===== src/rtl/jk_bank_arbiter.sv =====
// jk_bank_arbiter: round-robin arbiter feeding a JK state-bit bank.
// One command per cycle; applied one edge after accept, with an ack.
module jk_bank_arbiter #(
  parameter int NREQ  = 4,
  parameter int NBITS = 8,
  parameter int IDXW  = 3,
  parameter int GIDW  = 2
) (
  input  logic                   clk,
  input  logic                   rst,
  input  logic [NREQ-1:0]        req_valid,
  output logic [NREQ-1:0]        req_ready,
  input  logic [2*NREQ-1:0]      req_jk,
  input  logic [IDXW*NREQ-1:0]   req_idx,
  output logic [NBITS-1:0]       q,
  output logic                   ack_valid,
  output logic [GIDW-1:0]        ack_id,
  output logic                   ack_prev,
  output logic                   ack_err
);

  logic [GIDW-1:0]  rr_ptr;
  logic [GIDW-1:0]  gnt_id;
  logic [GIDW-1:0]  nxt_ptr;
  logic [1:0]       gnt_jk;
  logic [IDXW-1:0]  gnt_idx;
  logic             found;
  logic             xfer;
  int               scan;

  logic             cmd_valid;
  logic [GIDW-1:0]  cmd_id;
  logic [1:0]       cmd_jk;
  logic [IDXW-1:0]  cmd_idx;

  logic             in_range;
  logic             old_bit;
  logic [NBITS-1:0] q_next;

  // Scan requesters from rr_ptr upward; first valid one wins.
  always_comb begin
    req_ready = '0;
    found     = 1'b0;
    gnt_id    = '0;
    gnt_jk    = '0;
    gnt_idx   = '0;
    scan      = 0;
    for (int k = 0; k < NREQ; k++) begin
      scan = int'(rr_ptr) + k;
      if (scan >= NREQ) scan = scan - NREQ;
      if (!found && req_valid[scan]) begin
        found           = 1'b1;
        req_ready[scan] = 1'b1;
        gnt_id          = GIDW'(scan);
        gnt_jk          = req_jk[2*scan +: 2];
        gnt_idx         = req_idx[IDXW*scan +: IDXW];
      end
    end
    if (rst) begin
      req_ready = '0;
      found     = 1'b0;
    end
  end

  assign xfer    = found;
  assign nxt_ptr = (int'(gnt_id) == NREQ-1) ? '0
                                            : gnt_id + 1'b1;

  // Decode the staged command against the current bank value.
  always_comb begin
    in_range = 1'b0;
    old_bit  = 1'b0;
    q_next   = q;
    for (int b = 0; b < NBITS; b++) begin
      if (int'(cmd_idx) == b) begin
        in_range = 1'b1;
        old_bit  = q[b];
        case (cmd_jk)
          2'b01:   q_next[b] = 1'b0;
          2'b10:   q_next[b] = 1'b1;
          2'b11:   q_next[b] = ~q[b];
          default: q_next[b] = q[b];
        endcase
      end
    end
  end

  // Round-robin pointer advances past each granted requester.
  always_ff @(posedge clk) begin
    if (rst) rr_ptr <= '0;
    else if (xfer) rr_ptr <= nxt_ptr;
  end

  // Stage 1: capture the accepted command.
  always_ff @(posedge clk) begin
    if (rst) begin
      cmd_valid <= 1'b0;
      cmd_id    <= '0;
      cmd_jk    <= '0;
      cmd_idx   <= '0;
    end else begin
      cmd_valid <= xfer;
      if (xfer) begin
        cmd_id  <= gnt_id;
        cmd_jk  <= gnt_jk;
        cmd_idx <= gnt_idx;
      end
    end
  end

  // Stage 2: apply to the bank and register the acknowledgement.
  always_ff @(posedge clk) begin
    if (rst) begin
      q         <= '0;
      ack_valid <= 1'b0;
      ack_id    <= '0;
      ack_prev  <= 1'b0;
      ack_err   <= 1'b0;
    end else begin
      ack_valid <= cmd_valid;
      if (cmd_valid) begin
        q        <= q_next;
        ack_id   <= cmd_id;
        ack_prev <= old_bit;
        ack_err  <= ~in_range;
      end
    end
  end

endmodule


===== config.mk =====
export PLATFORM = sky130hd
export DESIGN_NAME = jk_bank_arbiter
export DESIGN_NICKNAME = d
export VERILOG_FILES = /design/src/rtl/jk_bank_arbiter.sv
export SDC_FILE = /design/constraint.sdc
export NUM_CORES = 1
export LEC_CHECK = 0
export BUFFER_PORTS_ARGS = -buffer_cell sky130_fd_sc_hd__buf_2
export CAP_MARGIN = 20
export CELL_PAD_IN_SITES_DETAIL_PLACEMENT = 1
export CELL_PAD_IN_SITES_GLOBAL_PLACEMENT = 1
export CORE_ASPECT_RATIO = 2
export CORE_MARGIN = 4
export CORE_UTILIZATION = 43
export CTS_BUF_LIST = sky130_fd_sc_hd__clkbuf_4
export DETAILED_ROUTE_END_ITERATION = 6
export GPL_TIMING_DRIVEN = 1
export PLACE_DENSITY = 0.83
export SETUP_SLACK_MARGIN = 0.05
export SLEW_MARGIN = 20
export SYNTH_ARGS = -nofsm -noshare
export SYNTH_HDL_FRONTEND = slang
export SYNTH_SLANG_ARGS = --single-unit
export TNS_END_PERCENT = 1

===== constraint.sdc =====
create_clock -name clk -period 10.6 [get_ports clk]
set_clock_uncertainty 0.2 [all_clocks]
set_input_delay 2.12 -clock clk [delete_from_list [all_inputs] [get_ports clk]]
set_output_delay 2.12 -clock clk [all_outputs]
set_load 0.05 [all_outputs]

==> flow_summary.toml, run 1 <==
[outcome]
status = "finished clean"

[grt]
antenna_found_initial = 0
grt_overflow = 0
grt_pass1_vias = 3290
grt_max_degree = 63
grt_pass1_wl_um = 16800
grt_usage = 0.249

[final_layout]
num_antenna_cells = 0
drive_gt1_frac = 0.227
area_growth_pct = 5.11
nets = 426

[synthesis]
synth.top_cell.area_share = 0.148
synth_area_leader_cell = "dfxtp_1"
ys.flop_type = "dfxtp_1"
synth_commonest_cells = "nor2_1 (40), mux2i_1 (28), nand2_1 (25)"
avgSynthCellArea_sq_um = 8.38
yosysSeqAreaShare = 0.148
synth_cell_types = 74
async_flop_share = 0
synth_most_common_cell = "nor2_1"
syn_area_sq_mm = 0.00311
syn_inst = 371
synthTopCellsByArea = "dfxtp_1 (15%), mux4_2 (12%), mux2i_1 (9.0%), nor2_1 (4.8%), ha_1 (4.4%)"
synth-edff-count = 0
yosysWarnings = 0
synth_seq_cells = 23

[setup_path]
cp_common_cell = "buf_2"
path_class = "input pin to output pin"
required_ns = 8.28
worstPathArrival_ns = 4.05
end_kind = "output pin"
critPathMaxFanout = 14
critPathMaxStageDelay_ns = 0.63
slowest_stage = "mux4_2"
timing.critical_path.cells = "buf_2 > mux4_2 > nor2b_1 > a221o_1 > o21ai_0 > a21oi_1 > buf_2"
cp-start-kind = "input pin"

[clocking]
clockBufferDepth = 2
cts_setup_buffers = 0
clk_pin_slew_ns = 0.14
h-tree-depth = 1
cts-root-buf = "clkbuf_4"
cts_resized = 0
clock_latency_ns = 0.33
holdBufCountCts = 0
cts_made_buffers = 3
cts_tree = "done"
cts_sinks = 23

[sta]
relSlewSlack = 0.344
period_share = 0.601
tns_ns = 0
hold_viol = 0
final-setup-viol-count = 0
period_minus_slack_ns = 6.37
rsz0062_at_grt = "false"
fin_hold_ws_ns = 0.272
slew_violations = 0
max_freq_mhz = 157
worst_pin_slew_ns = 0.976

[routing]
vias_per_cell = 6.60
drt-total-wl_um = 10200
via_count = 3157
drc_errors = 0
drt_first_pass_iters = 4
avgRoutedWirePerCell_um = 21.4
drt_iter0_markers = 167
ant_nets = 0

[power]
ir_drop_uv = 134
p_leak_nw = 1.26
cellPowerDensity_mw_per_mm2 = 288

[die]
core_area_sq_mm = 0.00699
die_w_um = 68.1
fp.dieH_um = 128
die-area_sq_mm = 0.00874
ios = 43
initial_core_util = 0.445
row_count = 43

[hold_path]
worst_hold_path_type = "flop to flop"

[flow_run]
maxCapViolations = 0

[placed_design]
numPortBuffers = 42
gp_congestion = 0.896
dpl.hpwl_um = 7920
state kept, by name, indices dropped and copies added, names as in the netlist, named ones only:
signal / count
q: 8
cmd_idx: 3
ack_id: 2
cmd_id: 2
cmd_jk: 2
ack_err: 1
ack_prev: 1
ack_valid: 1
cmd_valid: 1
rr_ptr: 1
cells by family after synthesis:
| kind of cell | synth area share |
|---|---|
| adder cells (fa/ha/maj) | 0.0442 |
| multiplexers | 0.258 |
| AND/OR/NAND/NOR | 0.208 |
| buffers and inverters | 0.0837 |
| AO/OA/AOI/OAI | 0.243 |
| flip-flops | 0.148 |
| XOR/XNOR | 0.0141 |
| other | 0.00121 |
critical path, delay by kind of cell:
| family | cells | cell delay, ns |
|---|---|---|
| mux | 1 | 0.63 |
| buf+inv | 2 | 0.47 |
| compound gates | 3 | 0.45 |
| simple gates | 1 | 0.38 |
metal layers:
metal | vias up | track usage | part of all wire
met5 | - | 0 | 0
met3 | 47 | 0.0219 | 0.036
met4 | 0 | 0.137 | 0.050
li1 | 1463 | - | -
met2 | 106 | 0.465 | 0.56
met1 | 1541 | 0.256 | 0.36
cell type report:
cell class	instances	area (sq um)
Clock buffer	3	22.5
Clock inverter	1	5.00
Fill cell	887	3720
Inverter	13	48.8
Multi-Input combinational cell	304	2390
Sequential cell	23	462
Tap cell	90	113
Timing Repair Buffer	44	225
placed cells by master, fill, tap and decap left out, drive strengths merged, types with 7 or more instances in the layout:
cell type	count
buf	44
nor2	40
mux2i	29
nand2	25
a21oi	23
dfxtp	23
mux4	18
a31oi	13
inv	13
o21ai	11
ha	11
and3	9
nand2b	8
mux2	8
nand3	8
a311oi	7
through the flow:
step | cell area [sq um] | utilization | total power, mW | worst slack (ns) | instances
floorplan | 3110 | - | 0.763 | 4.38 | 372
global placement | 3240 | 0.464 | 0.869 | 4.34 | 474
detailed placement | 3240 | 0.464 | 0.885 | 4.27 | 474
CTS | 3270 | 0.467 | 0.930 | 4.26 | 478
global route | 3270 | 0.467 | 1.01 | 4.01 | 478
finish | 3270 | 0.467 | 0.942 | 4.23 | 478
report_power, final:
group / switching [mW] / internal, mW / total [mW]
logic: 0.457 / 0.307 / 0.764
clock network: 0.0289 / 0.0142 / 0.0430
registers: 0.0301 / 0.105 / 0.135
worst paths after layout:
path	start	depth (start not counted)	end	slack, ns
worst max register to register	flop	10	cmd_idx[2]$_SDFFE_PP0P_	6.08
worst max-delay path	req_valid[2]	7	req_ready[2]	4.23
worst min-delay path	cmd_id[1]$_SDFFE_PP0P_	2	cmd_id[1]$_SDFFE_PP0P_	0.27
worst min register to register	cmd_id[1]$_SDFFE_PP0P_	2	cmd_id[1]$_SDFFE_PP0P_	0.27
(Power assumes the default switching activity.)
==> inputs of run 2 (changes only) <==
==> constraint.sdc (replaced) <==
create_clock -name clk -period 5.9 [get_ports clk]
set_clock_uncertainty 0.2 [all_clocks]
set_input_delay 1.18 -clock clk [delete_from_list [all_inputs] [get_ports clk]]
set_output_delay 1.18 -clock clk [all_outputs]
set_load 0.05 [all_outputs]
==> flow_summary.toml, run 2 (same netlist as run 1, synthesis figures left out) <==
[outcome]
status = "finished clean"

[die]
row_count = 43
die-area_sq_mm = 0.00874
initial_core_util = 0.445
die_w_um = 68.1
fp.dieH_um = 128
ios = 43
core_area_sq_mm = 0.00699

[final_layout]
drive_gt1_frac = 0.227
area_growth_pct = 5.11
multi_input_area_sq_mm = 0.00239
mostFrequentLayoutCells = "buf_2 (42), nor2_1 (40), mux2i_1 (28), nand2_1 (25), a21oi_1 (23)"
num_antenna_cells = 0
final_common_cell = "buf_2"
regMostFlops = "q"
largest_reg_flops = 8
nets = 426
top_regs = "q (8), cmd_idx (3)"
fillers = 896
final-seq-area_sq_um = 462

[sta]
period_share = 0.869
fin_hold_ws_ns = 0.282
rsz0062_at_grt = "false"
tns_ns = 0
fin_ws_ns = 0.774
worst_pin_slew_ns = 1.03
hold_viol = 0
final-setup-viol-count = 0
period_minus_slack_ns = 5.13
max_freq_mhz = 195
relSlewSlack = 0.309
slew_violations = 0

[setup_path]
worstPathArrival_ns = 3.75
ff2ff_path_depth = 11
path_class = "flop to output pin"
slowest_stage = "dfxtp_2"
critPathMaxFanout = 26
timing.critical_path.cells = "inv_2 > ha_1 > mux4_2 > nor2b_1 > a221o_1 > o21ai_0 > a21oi_1 > buf_2"
required_ns = 4.52
crit_cells = 8
critPathBufInv = 2
cp-start-kind = "flop"
cp_top_family = "flip-flops"
end_kind = "output pin"
critPathMaxStageDelay_ns = 0.72

[grt]
grt_pass1_wl_um = 17000
grt_pass1_vias = 3302
antenna_found_initial = 0
grt_max_degree = 38
grt_usage = 0.254
grt_overflow = 0

[clocking]
holdBufCountCts = 0
cts_setup_buffers = 0
clk_pin_slew_ns = 0.14
cts_made_buffers = 3
cts_resized = 0
clock_latency_ns = 0.32
h-tree-depth = 1
cts-root-buf = "clkbuf_4"
cts_tree = "done"
clockBufferDepth = 2
cts_sinks = 23

[power]
pwr-share-comb = 0.796
switching_power_mw = 0.923
p_sw_frac = 0.547
ir_drop_uv = 315
seqPwrFrac = 0.158
p_leak_nw = 1.26
clock_power_share = 0.046
p_int_mw = 0.765
cellPowerDensity_mw_per_mm2 = 516

[placed_design]
post-place-ws_ns = 1.21
dpl.hpwl_um = 8260
numPortBuffers = 42
gp_congestion = 0.969

[routing]
via_count = 3196
avgRoutedWirePerCell_um = 21.9
drc_errors = 0
drt_iter0_markers = 196
drt-total-wl_um = 10500
ant_nets = 0
drt_first_pass_iters = 4
vias_per_cell = 6.69

[flow_run]
maxCapViolations = 0

[hold_path]
min_path_cells = 1
worst_hold_path_type = "flop to flop"
==> run 2: cell counts in the layout (fill, tap and decap cells not counted) <==
Identical to the previous run, type by type.
==> run 2: power by group through the flow <==
| stage | Sequential [mW] | Clock [mW] | Combinational [mW] |
|---|---|---|---|
| global route | 0.278 | 0.0863 | 1.46 |
| global placement | 0.267 | 0 | 1.30 |
| detailed placement | 0.269 | 0 | 1.32 |
| finish | 0.267 | 0.0770 | 1.34 |
| CTS | 0.266 | 0.0774 | 1.33 |
| floorplan | 0.237 | 0 | 1.13 |
==> run 2: path summary, 6_finish.rpt <==
path                         from                 endpoint  slack (ns)
max                          flop             req_ready[2]        0.77
min          ack_err$_SDFFE_PP0P_     ack_err$_SDFFE_PP0P_        0.28
min reg2reg  ack_err$_SDFFE_PP0P_     ack_err$_SDFFE_PP0P_        0.28
max reg2reg                  flop  cmd_idx[2]$_SDFFE_PP0P_        1.57
==> run 2: routing by layer <==
metal | wire length [um] | vias to the layer above | track usage
met1 | 3640 | 1567 | 0.260
li1 | - | 1465 | -
met2 | 5770 | 113 | 0.464
met4 | 724 | 0 | 0.164
met3 | 315 | 51 | 0.0219
met5 | 0 | - | 0
==> run 2: final cells by class <==
class | instances | area share
timing repair buffer | 44 | 0.0689
inverter | 13 | 0.0149
multi-input combinational | 304 | 0.732
clock inverter | 1 | 0.00153
tap | 90 | 0.0344
clock buffer | 3 | 0.00689
sequential | 23 | 0.141
==> run 2: through the flow <==
step                      cells  power (mW)   util  area, sq um
after global placement      474        1.56  0.464         3240
after global routing        478        1.82  0.467         3270
after detailed placement    474        1.59  0.464         3240
after floorplan             372        1.37      -         3110
final                       478        1.69  0.467         3270
after CTS                   478        1.67  0.467         3270
==> inputs of run 3 (changes only) <==
--- a/config.mk
+++ b/config.mk
@@ -5,17 +5,18 @@
 export SDC_FILE = /design/constraint.sdc
 export NUM_CORES = 1
 export LEC_CHECK = 0
+export ABC_AREA = 1
 export BUFFER_PORTS_ARGS = -buffer_cell sky130_fd_sc_hd__buf_2
 export CAP_MARGIN = 20
 export CELL_PAD_IN_SITES_DETAIL_PLACEMENT = 1
 export CELL_PAD_IN_SITES_GLOBAL_PLACEMENT = 1
 export CORE_ASPECT_RATIO = 2
 export CORE_MARGIN = 4
-export CORE_UTILIZATION = 43
+export CORE_UTILIZATION = 40
 export CTS_BUF_LIST = sky130_fd_sc_hd__clkbuf_4
 export DETAILED_ROUTE_END_ITERATION = 6
 export GPL_TIMING_DRIVEN = 1
-export PLACE_DENSITY = 0.83
+export PLACE_DENSITY = 0.85
 export SETUP_SLACK_MARGIN = 0.05
 export SLEW_MARGIN = 20
 export SYNTH_ARGS = -nofsm -noshare
==> flow_summary.toml, run 3 <==
[synthesis]
synth-edff-count = 0
synth_most_common_cell = "nand2_1"
synthTopCellsByArea = "nand2_1 (20%), dfxtp_1 (16%), nor2_1 (8.1%), o21ai_0 (7.9%), nand3_1 (7.6%)"
yosysSeqAreaShare = 0.158
synth_area_leader_cell = "nand2_1"
synth.top_cell.area_share = 0.196
avgSynthCellArea_sq_um = 5.69
async_flop_share = 0
yosysWarnings = 0
synth_commonest_cells = "nand2_1 (152), nor2_1 (63), inv_1 (48)"
synth_seq_cells = 23
synth_cell_types = 44
syn_inst = 511
ys.flop_type = "dfxtp_1"
syn_area_sq_mm = 0.00291

[grt]
grt_pass1_wl_um = 17600
grt_max_degree = 60
grt_overflow = 0
antenna_found_initial = 0
grt_pass1_vias = 3770
grt_usage = 0.264

[clocking]
cts_setup_buffers = 0
cts-root-buf = "clkbuf_4"
clk_pin_slew_ns = 0.14
cts_made_buffers = 3
cts_sinks = 23
cts_tree = "done"
holdBufCountCts = 0
cts_resized = 0
clockBufferDepth = 2
clock_latency_ns = 0.34
h-tree-depth = 1

[final_layout]
num_antenna_cells = 0
top_regs = "q (8), cmd_idx (3)"
final_common_cell = "nand2_1"
largest_reg_flops = 8
mostFrequentLayoutCells = "nand2_1 (152), nor2_1 (63), inv_1 (48), o21ai_0 (46), nand3_1 (44)"
regMostFlops = "q"
multi_input_area_sq_mm = 0.00210
fillers = 1055
final-seq-area_sq_um = 462
area_growth_pct = 8.31
fin_cells = 629
drive_gt1_frac = 0.150
nets = 577

[routing]
drt-total-wl_um = 10800
ant_nets = 0
drt_iter0_markers = 146
vias_per_cell = 5.71
avgRoutedWirePerCell_um = 17.2
drt_first_pass_iters = 4
drc_errors = 0
via_count = 3593

[outcome]
status = "finished clean"

[sta]
hold_viol = 0
slew_violations = 0
worst_pin_slew_ns = 0.631
max_freq_mhz = 214
period_minus_slack_ns = 4.68
rsz0062_at_grt = "false"
relSlewSlack = 0.579
period_share = 0.793
final-setup-viol-count = 0
tns_ns = 0

[die]
initial_core_util = 0.416
fp.dieH_um = 129
die-area_sq_mm = 0.00878
core_area_sq_mm = 0.00699
ios = 43
row_count = 43
die_w_um = 68.3

[setup_path]
end_kind = "output pin"
worstPathArrival_ns = 3.30
required_ns = 4.52
path_class = "flop to output pin"
cp-start-kind = "flop"
critPathMaxFanout = 24
reg2reg_slack_ns = 2.29

[placed_design]
numPortBuffers = 42
dpl.hpwl_um = 8910
placed_cells = 625
gp_congestion = 0.989

[flow_run]
maxCapViolations = 0

[power]
cellPowerDensity_mw_per_mm2 = 591
p_leak_nw = 1.55
ir_drop_uv = 277

[hold_path]
worst_hold_path_type = "flop to flop"
run 3: kinds of logic after synthesis:
kind of cell,count (synthesis),share of synthesized area
muxes,1,0.00775
other,1,0.00129
buffers and inverters,77,0.119
xor gates and xnor gates,1,0.00301
DFF,23,0.158
AOI/OAI and AO/OA,104,0.217
and+or+nand+nor,293,0.446
adders and majority gates,11,0.0474
run 3: where the power goes:
part / switching, mW / internal [mW]
registers: 0.0650 / 0.198
clock network: 0.0543 / 0.0256
logic: 1.08 / 0.438
total: 1.20 / 0.662
run 3: stage by stage:
step                      utilization  power [mW]  hold WS [ns]  worst slack [ns]  area [sq um]
after floorplan                     -        1.41         0.250              2.10          2910
after global placement          0.446        1.72         0.222              1.81          3120
after detailed placement        0.446        1.76         0.237              1.67          3120
after CTS                       0.450        1.85         0.257              1.26          3150
after global routing            0.450        2.05         0.277              1.03          3150
final                           0.450        1.86         0.251              1.22          3150
run 3: critical path, cell delays in order, from the launching register on:
cell and delay [ns]:
dfxtp_1 0.72, inv_2 0.23, ha_1 0.33, buf_4 0.28
inv_1 0.12, nor2_1 0.25, nor2_4 0.06, nor2_1 0.31
a22oi_1 0.12, o21ai_0 0.10, o21ai_0 0.10, inv_1 0.08
buf_2 0.25
run 3: area by class of cell:
class,count,share of cell area
inverter,55,0.0664
clock buffer,3,0.00715
tap,90,0.0358
clock inverter,1,0.00159
multi-input combinational,412,0.669
sequential,23,0.147
timing repair buffer,45,0.0739
run 3: final timing paths:
check                         startpoint                 endpoint  depth (start not counted)
setup reg to reg  rr_ptr[1]$_SDFFE_PP0P_  cmd_idx[2]$_SDFFE_PP0P_                         17
setup / recovery  rr_ptr[1]$_SDFFE_PP0P_             req_ready[1]                         12
hold / removal      ack_err$_SDFFE_PP0P_     ack_err$_SDFFE_PP0P_                          2
hold reg to reg     ack_err$_SDFFE_PP0P_     ack_err$_SDFFE_PP0P_                          2
run 3: metal layers:
layer	vias to the layer above	track usage	part of all wire
met5	-	0	0
met4	0	0.210	0.083
met3	51	0.0175	0.025
met2	119	0.499	0.56
met1	1684	0.240	0.33
li1	1739	-	-
